**src/rtl/fir_poly_cfg_if.sv**
```systemverilog
// AXI-stream config port carrying coefficient/delay words into fir_poly_cfg.
// Handshake: a word transfers on a rising clk edge where tvalid & tready are both high;
// the master holds tdata/tlast stable while tvalid is high and tready is low.
interface fir_poly_cfg_if;
  logic [31:0] tdata;
  logic        tvalid;
  logic        tready;
  logic        tlast;

  modport master (output tdata, output tvalid, output tlast, input tready);
  modport slave  (input tdata, input tvalid, input tlast, output tready);
endinterface

```
**src/rtl/fir_poly_cfg.sv**
```systemverilog
// Config controller for fir_poly: assembles a coefficient/delay set in a shadow bank,
// swaps it live atomically and masks filter output valid while the pipeline flushes.
module fir_poly_cfg #(
  parameter int COEF_WIDTH   = 32,
  parameter int TAPS         = 4,
  parameter int PHASES       = 2,
  parameter int DELAY_WIDTH  = 16,
  parameter int FLUSH_CYCLES = 8
) (
  input  logic                               aclk,
  input  logic                               aresetn,
  fir_poly_cfg_if.slave                      s_cfg,
  output logic [COEF_WIDTH*TAPS*PHASES-1:0]  coef_flat,
  output logic [DELAY_WIDTH*(PHASES-1)-1:0]  delay_flat,
  input  logic                               fir_m_tvalid,
  output logic                               m_axis_tvalid,
  input  logic                               err_clr,
  output logic                               cfg_error,
  output logic                               cfg_done,
  output logic                               busy,
  output logic [1:0]                         state_dbg
);

  localparam int TP   = TAPS * PHASES;
  localparam int N    = TP + PHASES - 1;
  localparam int IW   = $clog2(N + 1);
  localparam int CNTW = (FLUSH_CYCLES < 1) ? 1 : $clog2(FLUSH_CYCLES + 1);
  localparam int CFW  = COEF_WIDTH * TP;
  localparam int DFW  = DELAY_WIDTH * (PHASES - 1);

  typedef enum logic [1:0] {
    ST_IDLE  = 2'd0,
    ST_LOAD  = 2'd1,
    ST_SWAP  = 2'd2,
    ST_FLUSH = 2'd3
  } state_t;

  state_t          state, state_nxt;
  logic [IW-1:0]   idx, idx_nxt;
  logic [CNTW-1:0] cnt, cnt_nxt;
  logic [CFW-1:0]  shadow_coef;
  logic [DFW-1:0]  shadow_delay;
  logic            tready_int;
  logic            accept;
  logic            wr_en;
  logic [IW-1:0]   wr_idx;
  logic            err_set;
  logic            swap_en;
  logic            done_set;
  logic            done_pend;

  assign tready_int    = ((state == ST_IDLE) || (state == ST_LOAD)) && aresetn;
  assign accept        = s_cfg.tvalid && tready_int;
  assign s_cfg.tready  = tready_int;
  assign m_axis_tvalid = fir_m_tvalid && (state != ST_SWAP) && (state != ST_FLUSH) && aresetn;
  assign busy          = (state != ST_IDLE);
  assign state_dbg     = state;

  always_comb begin
    state_nxt = state;
    idx_nxt   = idx;
    cnt_nxt   = cnt;
    wr_en     = 1'b0;
    wr_idx    = idx;
    err_set   = 1'b0;
    swap_en   = 1'b0;
    done_set  = 1'b0;
    case (state)
      ST_IDLE: begin
        if (accept) begin
          wr_en  = 1'b1;
          wr_idx = '0;
          if (s_cfg.tlast) begin
            err_set = 1'b1;
            idx_nxt = '0;
          end else begin
            idx_nxt   = IW'(1);
            state_nxt = ST_LOAD;
          end
        end
      end
      ST_LOAD: begin
        if (accept) begin
          wr_en = 1'b1;
          if (idx == IW'(N - 1)) begin
            idx_nxt = '0;
            if (s_cfg.tlast) begin
              state_nxt = ST_SWAP;
            end else begin
              err_set   = 1'b1;
              state_nxt = ST_IDLE;
            end
          end else if (s_cfg.tlast) begin
            err_set   = 1'b1;
            idx_nxt   = '0;
            state_nxt = ST_IDLE;
          end else begin
            idx_nxt = idx + IW'(1);
          end
        end
      end
      ST_SWAP: begin
        swap_en = 1'b1;
        if (FLUSH_CYCLES == 0) begin
          done_set  = 1'b1;
          state_nxt = ST_IDLE;
        end else begin
          cnt_nxt   = CNTW'(FLUSH_CYCLES);
          state_nxt = ST_FLUSH;
        end
      end
      ST_FLUSH: begin
        cnt_nxt = cnt - CNTW'(1);
        if (cnt == CNTW'(1)) begin
          done_set  = 1'b1;
          state_nxt = ST_IDLE;
        end
      end
      default: state_nxt = ST_IDLE;
    endcase
  end

  always_ff @(posedge aclk or negedge aresetn) begin
    if (!aresetn) begin
      state <= ST_IDLE;
      idx   <= '0;
      cnt   <= '0;
    end else begin
      state <= state_nxt;
      idx   <= idx_nxt;
      cnt   <= cnt_nxt;
    end
  end

  // Shadow bank takes every accepted word; only SWAP copies it to the live buses.
  always_ff @(posedge aclk or negedge aresetn) begin
    if (!aresetn) begin
      shadow_coef  <= '0;
      shadow_delay <= '0;
      coef_flat    <= '0;
      delay_flat   <= '0;
    end else begin
      for (int k = 0; k < TP; k++) begin
        if (wr_en && (wr_idx == IW'(k)))
          shadow_coef[k*COEF_WIDTH +: COEF_WIDTH] <= s_cfg.tdata[COEF_WIDTH-1:0];
      end
      for (int k = 0; k < PHASES - 1; k++) begin
        if (wr_en && (wr_idx == IW'(TP + k)))
          shadow_delay[k*DELAY_WIDTH +: DELAY_WIDTH] <= s_cfg.tdata[DELAY_WIDTH-1:0];
      end
      if (swap_en) begin
        coef_flat  <= shadow_coef;
        delay_flat <= shadow_delay;
      end
    end
  end

  // done_pend marks the edge into IDLE; cfg_done follows one cycle later.
  always_ff @(posedge aclk or negedge aresetn) begin
    if (!aresetn) begin
      cfg_error <= 1'b0;
      done_pend <= 1'b0;
      cfg_done  <= 1'b0;
    end else begin
      if (err_set)
        cfg_error <= 1'b1;
      else if (err_clr)
        cfg_error <= 1'b0;
      done_pend <= done_set;
      cfg_done  <= done_pend;
    end
  end

endmodule

```
**src/flat_wrapper.sv**
```systemverilog
// flat-port wrapper written by rule: the top's interface ports become plain ports
module fir_poly_cfg_flat 
#(
  parameter int COEF_WIDTH   = 32,
  parameter int TAPS         = 4,
  parameter int PHASES       = 2,
  parameter int DELAY_WIDTH  = 16,
  parameter int FLUSH_CYCLES = 8
)
  (aclk, aresetn, coef_flat, delay_flat, fir_m_tvalid, m_axis_tvalid, err_clr, cfg_error, cfg_done, busy, state_dbg, s_cfg_tdata, s_cfg_tvalid, s_cfg_tlast, s_cfg_tready);
  fir_poly_cfg_if s_cfg_i ();
  input  logic aclk;
  input  logic aresetn;
  output logic [COEF_WIDTH*TAPS*PHASES-1:0] coef_flat;
  output logic [DELAY_WIDTH*(PHASES-1)-1:0] delay_flat;
  input  logic fir_m_tvalid;
  output logic m_axis_tvalid;
  input  logic err_clr;
  output logic cfg_error;
  output logic cfg_done;
  output logic busy;
  output logic [1:0] state_dbg;
  input wire logic [$bits(s_cfg_i.tdata)-1:0] s_cfg_tdata;
  input wire logic [$bits(s_cfg_i.tvalid)-1:0] s_cfg_tvalid;
  input wire logic [$bits(s_cfg_i.tlast)-1:0] s_cfg_tlast;
  output wire logic [$bits(s_cfg_i.tready)-1:0] s_cfg_tready;
  assign s_cfg_i.tdata = s_cfg_tdata;
  assign s_cfg_i.tvalid = s_cfg_tvalid;
  assign s_cfg_i.tlast = s_cfg_tlast;
  assign s_cfg_tready = s_cfg_i.tready;
  fir_poly_cfg #(.COEF_WIDTH(COEF_WIDTH), .TAPS(TAPS), .PHASES(PHASES), .DELAY_WIDTH(DELAY_WIDTH), .FLUSH_CYCLES(FLUSH_CYCLES)) u_core (.aclk(aclk), .aresetn(aresetn), .s_cfg(s_cfg_i), .coef_flat(coef_flat), .delay_flat(delay_flat), .fir_m_tvalid(fir_m_tvalid), .m_axis_tvalid(m_axis_tvalid), .err_clr(err_clr), .cfg_error(cfg_error), .cfg_done(cfg_done), .busy(busy), .state_dbg(state_dbg));
endmodule
```
**config.mk**
```make
export PLATFORM = sky130hd
export DESIGN_NAME = fir_poly_cfg_flat
export DESIGN_NICKNAME = d
export VERILOG_FILES = /design/src/rtl/fir_poly_cfg_if.sv /design/src/rtl/fir_poly_cfg.sv /design/src/flat_wrapper.sv
export SDC_FILE = /design/constraint.sdc
export NUM_CORES = 1
export LEC_CHECK = 0
export BUFFER_PORTS_ARGS = -buffer_cell sky130_fd_sc_hd__buf_4
export CELL_PAD_IN_SITES_DETAIL_PLACEMENT = 0
export CELL_PAD_IN_SITES_GLOBAL_PLACEMENT = 1
export CORE_ASPECT_RATIO = 1.25
export CORE_MARGIN = 5
export CORE_UTILIZATION = 48
export DETAILED_ROUTE_END_ITERATION = 16
export GPL_TIMING_DRIVEN = 0
export PLACE_DENSITY = 0.79
export SLEW_MARGIN = 20
export SYNTH_ARGS = -nofsm -noshare
export SYNTH_HDL_FRONTEND = slang
export SYNTH_SLANG_ARGS = --single-unit
```
**constraint.sdc**
```tcl
create_clock -name aclk -period 2.2 [get_ports aclk]
set_clock_uncertainty 0.1 [all_clocks]
set_input_delay 0.22 -clock aclk [delete_from_list [all_inputs] [get_ports aclk]]
set_output_delay 0.22 -clock aclk [all_outputs]
set_load 0.05 [all_outputs]
```
==> results by group, run 1 <==
Run
  – Max-cap violations: 0

Clocking
  – Root buffer cell: clkbuf_16
  – CTS clk-pin slew, worst paths: about 0.06 ns
  – CTS Sinks: 557
  – Clk buf depth: 3
  – Worst-Skew Late Latency: 0.58 ns
  – Total CTS buffers: 53
  – CTS tree: yes
  – Htree depth: 2

Worst hold path
  – Beginning of the worst hold path: aresetn
  – Worst Hold Depth: 6
  – Worst hold path type: in2reg
  – Hold Crit Endpoint: u_core.state_dbg[0]$_DFFE_PN0P_

Floorplan
  – Die Footprint: 0.0484 sq mm
  – Die Y: 245 microns
  – Io pins: 317
  – Die Span X: ~200 microns
  – Core area: around 0.044 sq mm
  – Rows: 86
  – Initial Util: ~48%

Power and ir drop
  – Sequential share of power: 38.6%
  – P per Cell Area: about 1500 mW/mm^2
  – Logic pwr share: a little under two fifths
  – Clock power frac: between 20% and 30%
  – Internal power: about 26 mW
  – Sw Pwr: roughly 15 mW
  – Worst vdd ir: about 1.1 mV
  – Net switching fraction of the power: a little under two fifths
  – LEAKAGE: ~14 nW

Routing
  – DRT iter0 DRCs: 335
  – Vias/cell: between 5 and 6
  – Drt total wl: between 50000 and 60000 microns
  – Vias after detailed routing: between 10000 and 15000
  – Router iterations before antenna repair: 4
  – Wire per inst: 22.6 microns
  – Routed Antenna Nets: 0
  – DRC: 0

Timing
  – Tmin final: 2.20 ns
  – Slew @ Worst Pin: slightly below 0.7 ns
  – Final setup fails: 2
  – Final Hold Vio Count: 0
  – Final worst setup slack: -0.00190 ns
  – Peak Freq: ~450 MHz
  – Unrepaired setup endpoints after global routing: true
  – Fin Setup TNS: -0.00277 ns
  – Rel. slew slack: between 50% and 60%
  – Fin crit share: 100%
  – Slew Viols, Final: 0

Worst setup path
  – Worst EP arrival: between 2 and 3 ns
  – Reg-to-reg slack, setup: -0.002 ns
  – Cell Chain, Critical Path: and4bb_1 > buf_6 > or4b_4 > buf_12 > mux2_4
  – Slowest cell on the critical path: or4b_4
  – Worst Setup Path Type: reg2reg
  – CP top delay family: simple AND/OR/NAND/NOR gates
  – Worst Setup Start Kind: flip-flop
  – Reg2reg end: u_core.shadow_coef[84]$_DFFE_PN0P_
  – Crit path depth: 5
  – Crit-path max FO: 10
  – CP bufs+invs: 2
  – Reg2Reg Depth: 5
  – Worst EP required: about 2.6 ns
  – Setup crit end kind: flip-flop
  – Delay of the slowest cell on the worst path: 0.65 ns

Global route
  – Vias in the first global route: between 10000 and 15000
  – Largest net degree at the start of global routing: between 100 and 150
  – First-pass GRT wire length: between 70000 and 80000 microns
  – Grt ovf: 0
  – GR Util All Layers: roughly a fifth
  – Initial antenna violation count: 0

Logic synthesis
  – Synth cell types: 40
  – Syn Nets: between 1000 and 1500
  – Flops & latches, synth: around 560
  – Prevailing post-synth register cell: dfrtp_1
  – Post-synth EDFFs: 0
  – Yosys warning count: 0
  – Async SR Flop Fraction: 100%
  – Post-Syn Instances: roughly 1200
  – Average size of a mapped cell: ~17 sq um
  – Post-synthesis sequential area ratio: 65.8%
  – Mapped cell area: 0.0212 sq mm

Finish
  – Area growth syn-to-layout: 28.1%
  – Finished Core Util: between 60% and 70%
  – Ant. Diodes: 0
  – Layout Nets: between 1500 and 2000
  – Most common cell after layout, fill and taps aside: dfrtp_1
  – Layout cells sized above 1: about 60%
  – Commonest non-fill, non-tap cells in the layout: 554 x dfrtp_1, 479 x mux2_2, 340 x buf_4

Placed design
  – Dpl hpwl: between 30000 and 40000 microns
  – Final RePlAce weighted congestion: about 0.75
  – I/O Buffers: 316

Status
  – Status: finished, violations left
  – Failing checks: setup timing
## layer usage
metal  track usage [%]  up-vias  routed length, microns
li1                  -     5285                       -
met2              35.9      242                   25900
met3              4.63       89                    3000
met1              27.5     6357                   21200
met4              6.48        0                    1570
met5                 0        -                       0
## worst max-delay path by stage
stage | from | to | slack [ns]
CTS | flip-flop | u_core.shadow_coef[161]$_DFFE_PN0P_ | -0.01
finish | flip-flop | u_core.shadow_coef[84]$_DFFE_PN0P_ | -0.002
detailed placement | aresetn | u_core.shadow_coef[187]$_DFFE_PN0P_ | -1.14
floorplan | u_core.state_dbg[0]$_DFFE_PN0P_ | u_core.shadow_coef[33]$_DFFE_PN0P_ | -0.03
global route | flip-flop | u_core.shadow_coef[231]$_DFFE_PN0P_ | -0.03
global placement | aresetn | u_core.shadow_coef[123]$_DFFE_PN0P_ | -6.49
## area by class of cell
type | instances | area (sq um)
Fill cell | 3318 | 16800
Sequential cell | 557 | 13900
Multi-Input combinational cell | 613 | 6940
Timing Repair Buffer | 378 | 3160
Clock buffer | 84 | 1660
Tap cell | 572 | 716
Buffer | 59 | 462
Clock inverter | 14 | 201
Inverter | 11 | 41.3
## per-stage QoR
stage	area, sq um	cells	hold WS, ns	power [mW]	setup slack [ns]
2_1_floorplan	21200	1242	-0.176	26.3	-0.0313
3_3_place_gp	24300	2130	0.241	31.1	-6.49
6_report	27100	2288	0.141	41.1	-0.00190
5_1_grt	27100	2288	0.145	42.9	-0.0317
3_5_place_dp	24400	2136	0.0162	31.6	-1.14
4_1_cts	26900	2279	-0.609	41.4	-0.0140
## cell usage after synthesis, types with 2 or more instances
| library cell | number | area, sq um |
|---|---|---|
| a21oi_1 | 2 | 10.0 |
| a31oi_1 | 3 | 18.8 |
| buf_2 | 29 | 145 |
| buf_6 | 7 | 78.8 |
| clkbuf_1 | 25 | 93.8 |
| dfrtp_1 | 557 | 13900 |
| ha_1 | 6 | 75.1 |
| inv_1 | 11 | 41.3 |
| mux2_1 | 5 | 56.3 |
| mux2_2 | 479 | 5390 |
| mux2_4 | 60 | 901 |
| mux2i_1 | 4 | 40.0 |
| nand2_1 | 6 | 22.5 |
| nand2b_1 | 4 | 25.0 |
| nand3b_1 | 3 | 22.5 |
| nand4_1 | 3 | 18.8 |
| nor2_1 | 2 | 7.51 |
| nor2b_1 | 4 | 25.0 |
| nor4_2 | 3 | 37.5 |
| o21ai_0 | 6 | 30.0 |
| o22ai_1 | 3 | 18.8 |
| or2_2 | 2 | 12.5 |
## kinds of logic after synthesis
family	synth area share, %
DFF	65.8
AOI/OAI and AO/OA	0.632
and+or+nand+nor	1.31
adders and majority gates	0.355
buffers and inverters	1.70
muxes	30.2
## registers in the layout, summed over array words and instances (netlist names), 4 cells and up, named ones only
name,count
u_core.cnt,4
u_core.shadow_delay,16
u_core.shadow_coef,256
u_core.delay_flat,16
u_core.idx,4
u_core.coef_flat,256
## what timing repair did
action                                 4_1_cts  5_1_grt
pin swaps                                    2        2
buffers inserted                            10        4
endpoints found under the hold margin      565      286
setup endpoints to repair                  524      308
gates cloned                                 0        1
gates resized for setup                     52       28
hold buffers                                35        6
## power by group through the flow
stage          combinational (mW)  clock (mW)  sequential (mW)
2_1_floorplan                4.87           0             21.5
3_3_place_gp                 15.3           0             15.8
3_5_place_dp                 15.6           0             16.0
4_1_cts                      15.8        9.80             15.8
5_1_grt                      16.4        10.2             16.3
6_report                     15.7        9.56             15.8
## worst register-to-register path, delay by kind of cell (launching register included)
kind / cells / cell delay (ns)
mux: 1 / 0.31
buf+inv: 2 / 0.37
simple gates: 2 / 0.86
flops: 1 / 0.44
No activity file was read; power rests on OpenSTA's default activity.
==> run 2: changes to the inputs <==
--- a/config.mk
+++ b/config.mk
@@ -10,10 +10,11 @@
 export CELL_PAD_IN_SITES_GLOBAL_PLACEMENT = 1
 export CORE_ASPECT_RATIO = 1.25
 export CORE_MARGIN = 5
-export CORE_UTILIZATION = 48
+export CORE_UTILIZATION = 43
+export CTS_CLUSTER_SIZE = 14
 export DETAILED_ROUTE_END_ITERATION = 16
 export GPL_TIMING_DRIVEN = 0
-export PLACE_DENSITY = 0.79
+export PLACE_DENSITY = 0.74
 export SLEW_MARGIN = 20
 export SYNTH_ARGS = -nofsm -noshare
 export SYNTH_HDL_FRONTEND = slang
==> constraint.sdc (replaced) <==
create_clock -name aclk -period 1.9 [get_ports aclk]
set_clock_uncertainty 0.1 [all_clocks]
set_input_delay 0.19 -clock aclk [delete_from_list [all_inputs] [get_ports aclk]]
set_output_delay 0.19 -clock aclk [all_outputs]
set_load 0.05 [all_outputs]
==> results by group, run 2 (synthesis gave the netlist of run 1 again) <==
Finish
  – # fillers: roughly 3800
  – Commonest non-fill, non-tap cells in the layout: 552 x dfrtp_1, 333 x buf_4, 293 x mux2_2
  – Non-Filler Cell Area, Final: just under 0.03 sq mm
  – Ant. Diodes: 0
  – Biggest regs: u_core.coef_flat: 256 flops, u_core.shadow_coef: 256 flops
  – Layout cells sized above 1: a little over three fifths
  – Most common cell after layout, fill and taps aside: dfrtp_1
  – Layout Nets: 1770
  – Area growth syn-to-layout: 38.8%

Routing
  – DR WL met3: 2750 microns
  – Drt total wl: 58100 microns
  – Routed Antenna Nets: 0
  – Wire per inst: around 24 microns
  – DRT iter0 DRCs: ~500
  – Vias/cell: between 5 and 6
  – Routed met2 length: 29700 microns
  – Router iterations before antenna repair: 4
  – Vias after detailed routing: 12262
  – Highest metal used: met4
  – DRC: 0
  – M1 wire length: roughly 24000 microns

Timing
  – Fin crit share: 113%
  – Final Hold Vio Count: 100
  – Unrepaired setup endpoints after global routing: true
  – Slew Viols, Final: 0
  – Slew @ Worst Pin: 0.544 ns
  – Final worst setup slack: -0.253 ns
  – Fin Setup TNS: -42.47 ns
  – Rel. slew slack: between 60 and 70%
  – Min Hold Slack: -0.730 ns
  – Tmin final: ~2.2 ns
  – Peak Freq: ~460 MHz
  – Final setup fails: about 270

Worst setup path
  – Crit-path max FO: 8
  – Slowest cell on the critical path: dfrtp_2
  – Delay of the slowest cell on the worst path: slightly above 0.4 ns
  – Worst Setup Path Type: reg2reg
  – CP top delay family: buffers and inverters
  – Cell Chain, Critical Path: and4bb_1 > buf_4 > buf_6 > buf_6 > o2111ai_4 > buf_12 > clkbuf_16 > mux2_2
  – Worst EP arrival: ~2.5 ns
  – Worst Setup Start Kind: flip-flop
  – Setup crit end kind: flip-flop
  – CP bufs+invs: 5
  – Cell repeated most along the worst path: buf_6
  – Worst EP required: between 2 and 2.5 ns

Floorplan
  – Die Y: roughly 260 microns
  – Initial Util: 43.2%
  – Die Footprint: about 0.054 sq mm
  – Die Span X: roughly 210 microns
  – Core area: around 0.049 sq mm
  – Io pins: approximately 320
  – Rows: between 90 and 100

Power and ir drop
  – Worst vdd ir: 1.38 mV
  – LEAKAGE: about 15 nW
  – P per Cell Area: 1710 mW/mm^2

Global route
  – Grt ovf: 0
  – Initial antenna violation count: 0
  – Largest net degree at the start of global routing: between 100 and 150
  – First-pass GRT wire length: approximately 85000 microns
  – Vias in the first global route: 13218
  – GR Util All Layers: 20.7%

Worst hold path
  – Worst hold path type: in2async

Clocking
  – Clk buf depth: 3
  – CTS clk-pin slew, worst paths: approximately 0.060 ns
  – Total CTS buffers: 55
  – Post-CTS Hold Buffers: 36
  – CTS Sinks: 557
  – Root buffer cell: clkbuf_16
  – CTS tree: yes
  – Htree depth: 2
  – Worst-Skew Late Latency: approximately 0.6 ns

Placed design
  – Dpl hpwl: approximately 36000 microns
  – Area after DPL: 0.0247 sq mm
  – Final RePlAce weighted congestion: roughly 0.76
  – I/O Buffers: 316

Run
  – Max-cap violations: 0

Status
  – Status: finished, violations left
  – Failing checks: hold timing, setup timing
[run 2: changes by cell type in the layout (fill, tap and decap cells not counted), sizes merged]
cell         change
clkinv           -2
clkbuf           -1
bufinv           +4
clkinvlp         -1
buf             +53
bufbuf           +1
dlygate4sd3      -2
[run 2: worst paths after layout]
check,depth (start not counted),endpoint,slack [ns],startpoint
hold / removal,1,u_core.coef_flat[162]$_DFFE_PN0P_,-0.73,aresetn
max in group asynchronous,4,u_core.shadow_coef[50]$_DFFE_PN0P_,1.08,aresetn
hold reg to reg,0,u_core.cfg_done$_DFF_PN0_,0.25,u_core.done_pend$_DFF_PN0_
setup reg to reg,8,u_core.shadow_coef[141]$_DFFE_PN0P_,-0.25,flip-flop
min in group aclk,3,u_core.idx[0]$_DFFE_PN0P_,0.09,s_cfg_tvalid
setup / recovery,8,u_core.shadow_coef[141]$_DFFE_PN0P_,-0.25,flip-flop
[run 2: worst reg2reg max path, cell delays in order, from the launching register on]
cell	delay (ns)
dfrtp_2	0.41
and4bb_1	0.22
buf_4	0.14
buf_6	0.12
buf_6	0.11
o2111ai_4	0.21
buf_12	0.20
clkbuf_16	0.19
mux2_2	0.33
[run 2: per-layer routing]
layer,vias up,global-route usage (%)
met4,0,5.62
met2,253,35.6
li1,5397,-
met1,6534,26.7
met5,-,0
met3,78,4.63
[run 2: report_power, final]
group / total (mW) / switching, mW / internal [mW]
clock: 12.0 / 4.58 / 7.43
sequential: 18.4 / 2.38 / 16.0
combinational: 19.8 / 11.5 / 8.26
total: 50.2 / 18.5 / 31.7
[run 2: per-stage QoR]
| stage | util, % | setup slack, ns | std cells | power (mW) | hold WS (ns) |
|---|---|---|---|---|---|
| after floorplan | - | -0.302 | 1242 | 30.8 | -0.206 |
| after global placement | 50.0 | -6.77 | 2209 | 36.5 | 0.237 |
| after detailed placement | 50.4 | -1.56 | 2215 | 37.0 | -0.130 |
| after CTS | 58.6 | -0.220 | 2404 | 50.0 | -0.771 |
| after global routing | 59.9 | -0.309 | 2419 | 52.3 | -0.766 |
| final | 59.9 | -0.253 | 2419 | 50.2 | -0.730 |
[run 2: final cells by class]
| type | instances | area [sq um] | share of cell area, % |
|---|---|---|---|
| sequential | 557 | 13900 | 47.4 |
| timing repair buffer | 432 | 4130 | 14.1 |
| inverter | 11 | 41.3 | 0.140 |
| multi-input combinational | 613 | 7700 | 26.2 |
| tap | 651 | 815 | 2.77 |
| clock inverter | 15 | 315 | 1.07 |
| buffer | 56 | 734 | 2.50 |
| clock buffer | 84 | 1720 | 5.84 |
[run 2: timing repair]
action / in CTS / in global routing
setup endpoints to repair: 548 / 344
gates cloned: 15 / 6
setup buffers: 40 / 16
gates resized for setup: 223 / 136
pin swaps: 9 / 8
endpoints found under the hold margin: 411 / 100
==> run 3: changes to the inputs <==
--- a/config.mk
+++ b/config.mk
@@ -13,9 +13,7 @@
 export CORE_UTILIZATION = 43
 export CTS_CLUSTER_SIZE = 14
 export DETAILED_ROUTE_END_ITERATION = 16
-export GPL_TIMING_DRIVEN = 0
-export PLACE_DENSITY = 0.74
-export SLEW_MARGIN = 20
+export PLACE_DENSITY = 0.76
 export SYNTH_ARGS = -nofsm -noshare
 export SYNTH_HDL_FRONTEND = slang
 export SYNTH_SLANG_ARGS = --single-unit
==> results by group, run 3 (synthesis gave the netlist of run 1 again) <==
Worst setup path
  – Setup crit end kind: flip-flop
  – Cell repeated most along the worst path: buf_12
  – Reg2Reg Depth: 6
  – CP top delay family: simple AND/OR/NAND/NOR gates
  – Worst Setup Path Type: reg2reg
  – Worst R2R Start: u_core.state_dbg[0]$_DFFE_PN0P_
  – Delay of the slowest cell on the worst path: between 0.3 and 0.4 ns
  – Worst EP required: approximately 2.3 ns
  – Worst EP arrival: 2.40 ns
  – CP bufs+invs: 3
  – Slowest cell on the critical path: dfrtp_2
  – Cell Chain, Critical Path: and4bb_4 > buf_12 > nor4b_4 > buf_6 > buf_12 > mux2_2
  – Worst Setup Start Kind: flip-flop
  – Crit-path max FO: 9
  – Reg2reg end: u_core.shadow_coef[193]$_DFFE_PN0P_
  – Reg-to-reg slack, setup: -0.15 ns

Placed design
  – Area after DPL: roughly 0.025 sq mm
  – Dpl hpwl: around 34000 microns
  – I/O Buffers: 316
  – Final RePlAce weighted congestion: around 0.77
  – Pre-CTS WS: -0.201 ns

Global route
  – GR Util met1: between 20 and 30%
  – Vias in the first global route: 12988
  – Met3 usage: under 10%
  – Layer with the highest usage after global routing: met2
  – Largest net degree at the start of global routing: a little under 200
  – Initial antenna violation count: 0
  – First-pass GRT wire length: ~81000 microns
  – Met2 global-route usage: between 30% and 40%
  – GR Util All Layers: between 10% and 20%
  – Grt ovf: 0

Run
  – Max-cap violations: 0

Timing
  – Fin Setup TNS: -19.84 ns
  – Final Hold Vio Count: 76
  – Peak Freq: roughly 490 MHz
  – Slew Viols, Final: 0
  – Rel. slew slack: ~28%
  – Final worst setup slack: -0.148 ns
  – Unrepaired setup endpoints after global routing: true
  – Min Hold Slack: -0.475 ns
  – Final setup fails: 225
  – Fin crit share: 108%
  – Slew @ Worst Pin: 1.08 ns
  – Tmin final: between 2 and 2.5 ns

Status
  – Failing checks: hold timing, setup timing
  – Status: finished, violations left

Power and ir drop
  – Worst vdd ir: 0.996 mV
  – LEAKAGE: about 15 nW
  – P per Cell Area: between 1500 and 2000 mW/mm^2

Finish
  – Biggest regs: u_core.coef_flat: 256 flops, u_core.shadow_coef: 256 flops
  – Ant. Diodes: 0
  – # fillers: ~3800
  – Most common cell after layout, fill and taps aside: dfrtp_1
  – Commonest non-fill, non-tap cells in the layout: 555 x dfrtp_1, 358 x buf_4, 331 x mux2_2
  – Layout Nets: approximately 1800
  – Layout cells sized above 1: approximately 62%
  – Non-Filler Cell Area, Final: between 0.02 and 0.03 sq mm
  – Area growth syn-to-layout: 35.4%

Worst hold path
  – Worst hold path type: in2async

Floorplan
  – Die Footprint: roughly 0.054 sq mm
  – Core area: 0.0491 sq mm
  – Io pins: 317
  – Die Span X: between 200 and 250 microns
  – Initial Util: 43.2%
  – Rows: a little over 90
  – Die Y: 258 microns

Clocking
  – Post-CTS Hold Buffers: 43
  – Clk buf depth: 3
  – Total CTS buffers: 54
  – CTS tree: yes
  – Worst-Skew Late Latency: between 0.5 and 0.6 ns
  – CTS Sinks: between 500 and 600
  – CTS clk-pin slew, worst paths: around 0.06 ns
  – Root buffer cell: clkbuf_16
  – Htree depth: 2

Routing
  – Router iterations before antenna repair: 4
  – Drt total wl: about 55000 microns
  – Routed Antenna Nets: 0
  – DRT iter0 DRCs: approximately 400
  – Vias/cell: roughly 5
  – DRC: 0
  – Wire per inst: 23.0 microns
  – Vias after detailed routing: around 12000
run 3: changes by cell type in the layout (fill, tap and decap cells not counted), moves of 6 or more:
cell           previous run  this run
buf_16                   17         6
buf_4                   333       358
buf_6                    28        17
clkbuf_2                  8         0
clkbuf_4                 11         0
dlygate4sd3_1            35        41
mux2_2                  293       331
mux2_4                  251       213
run 3: metrics by stage:
stage / hold WS [ns] / utilization (%) / cells / power [mW]
floorplan: -0.206 / - / 1242 / 30.8
global placement: 0.0114 / 51.2 / 2222 / 36.8
detailed placement: 0.0160 / 51.2 / 2222 / 37.3
CTS: -0.500 / 57.2 / 2384 / 48.9
global route: -0.480 / 58.4 / 2400 / 51.1
finish: -0.475 / 58.4 / 2400 / 49.0
run 3: per-layer routing:
layer | up-vias | wire length, microns | part of all wire (%)
li1 | 5344 | - | -
met1 | 6463 | 23500 | 42
met2 | 246 | 28000 | 51
met3 | 73 | 2510 | 4.5
met4 | 0 | 1300 | 2.4
met5 | - | 0 | 0
run 3: repair_timing:
action | in CTS | in global routing
gates resized for setup | 86 | 102
gates cloned | 9 | 11
setup endpoints to repair | 274 | 261
pin swaps | 5 | 9
buffers inserted | 13 | 8
endpoints found under the hold margin | 446 | 76
run 3: report_power, final:
group	switching, mW	internal, mW	leakage (nW)
sequential	2.38	16.0	7.43
clock	4.50	6.56	0.919
combinational	11.3	8.14	6.39
total	18.2	30.7	14.7
run 3: worst max-delay path by stage:
stage                                          startpoint  cells after the start                             endpoint  slack [ns]
final                     u_core.state_dbg[0]$_DFFE_PN0P_                      6  u_core.shadow_coef[193]$_DFFE_PN0P_       -0.15
after floorplan                                 flip-flop                      6   u_core.shadow_coef[65]$_DFFE_PN0P_       -0.30
after CTS                                       flip-flop                      7  u_core.shadow_coef[165]$_DFFE_PN0P_       -0.13
after global routing                            flip-flop                      6  u_core.shadow_coef[121]$_DFFE_PN0P_       -0.21
after detailed placement                        flip-flop                      4    u_core.shadow_coef[0]$_DFFE_PN0P_       -0.20
after global placement                          flip-flop                      5  u_core.shadow_coef[110]$_DFFE_PN0P_       -0.17
run 3: final cells by class:
type | instances | area [sq um] | share of cell area, %
sequential | 557 | 13900 | 48.6
multi-input combinational | 613 | 7550 | 26.3
timing repair buffer | 471 | 4470 | 15.6
clock buffer | 78 | 1610 | 5.63
tap | 651 | 815 | 2.84
clock inverter | 19 | 234 | 0.816
inverter | 11 | 43.8 | 0.153
run 3: worst reg2reg max path, stage by stage, from the launching register on:
cell,delay (ns)
dfrtp_2,0.39
and4bb_4,0.28
buf_12,0.14
nor4b_4,0.28
buf_6,0.23
buf_12,0.17
mux2_2,0.33
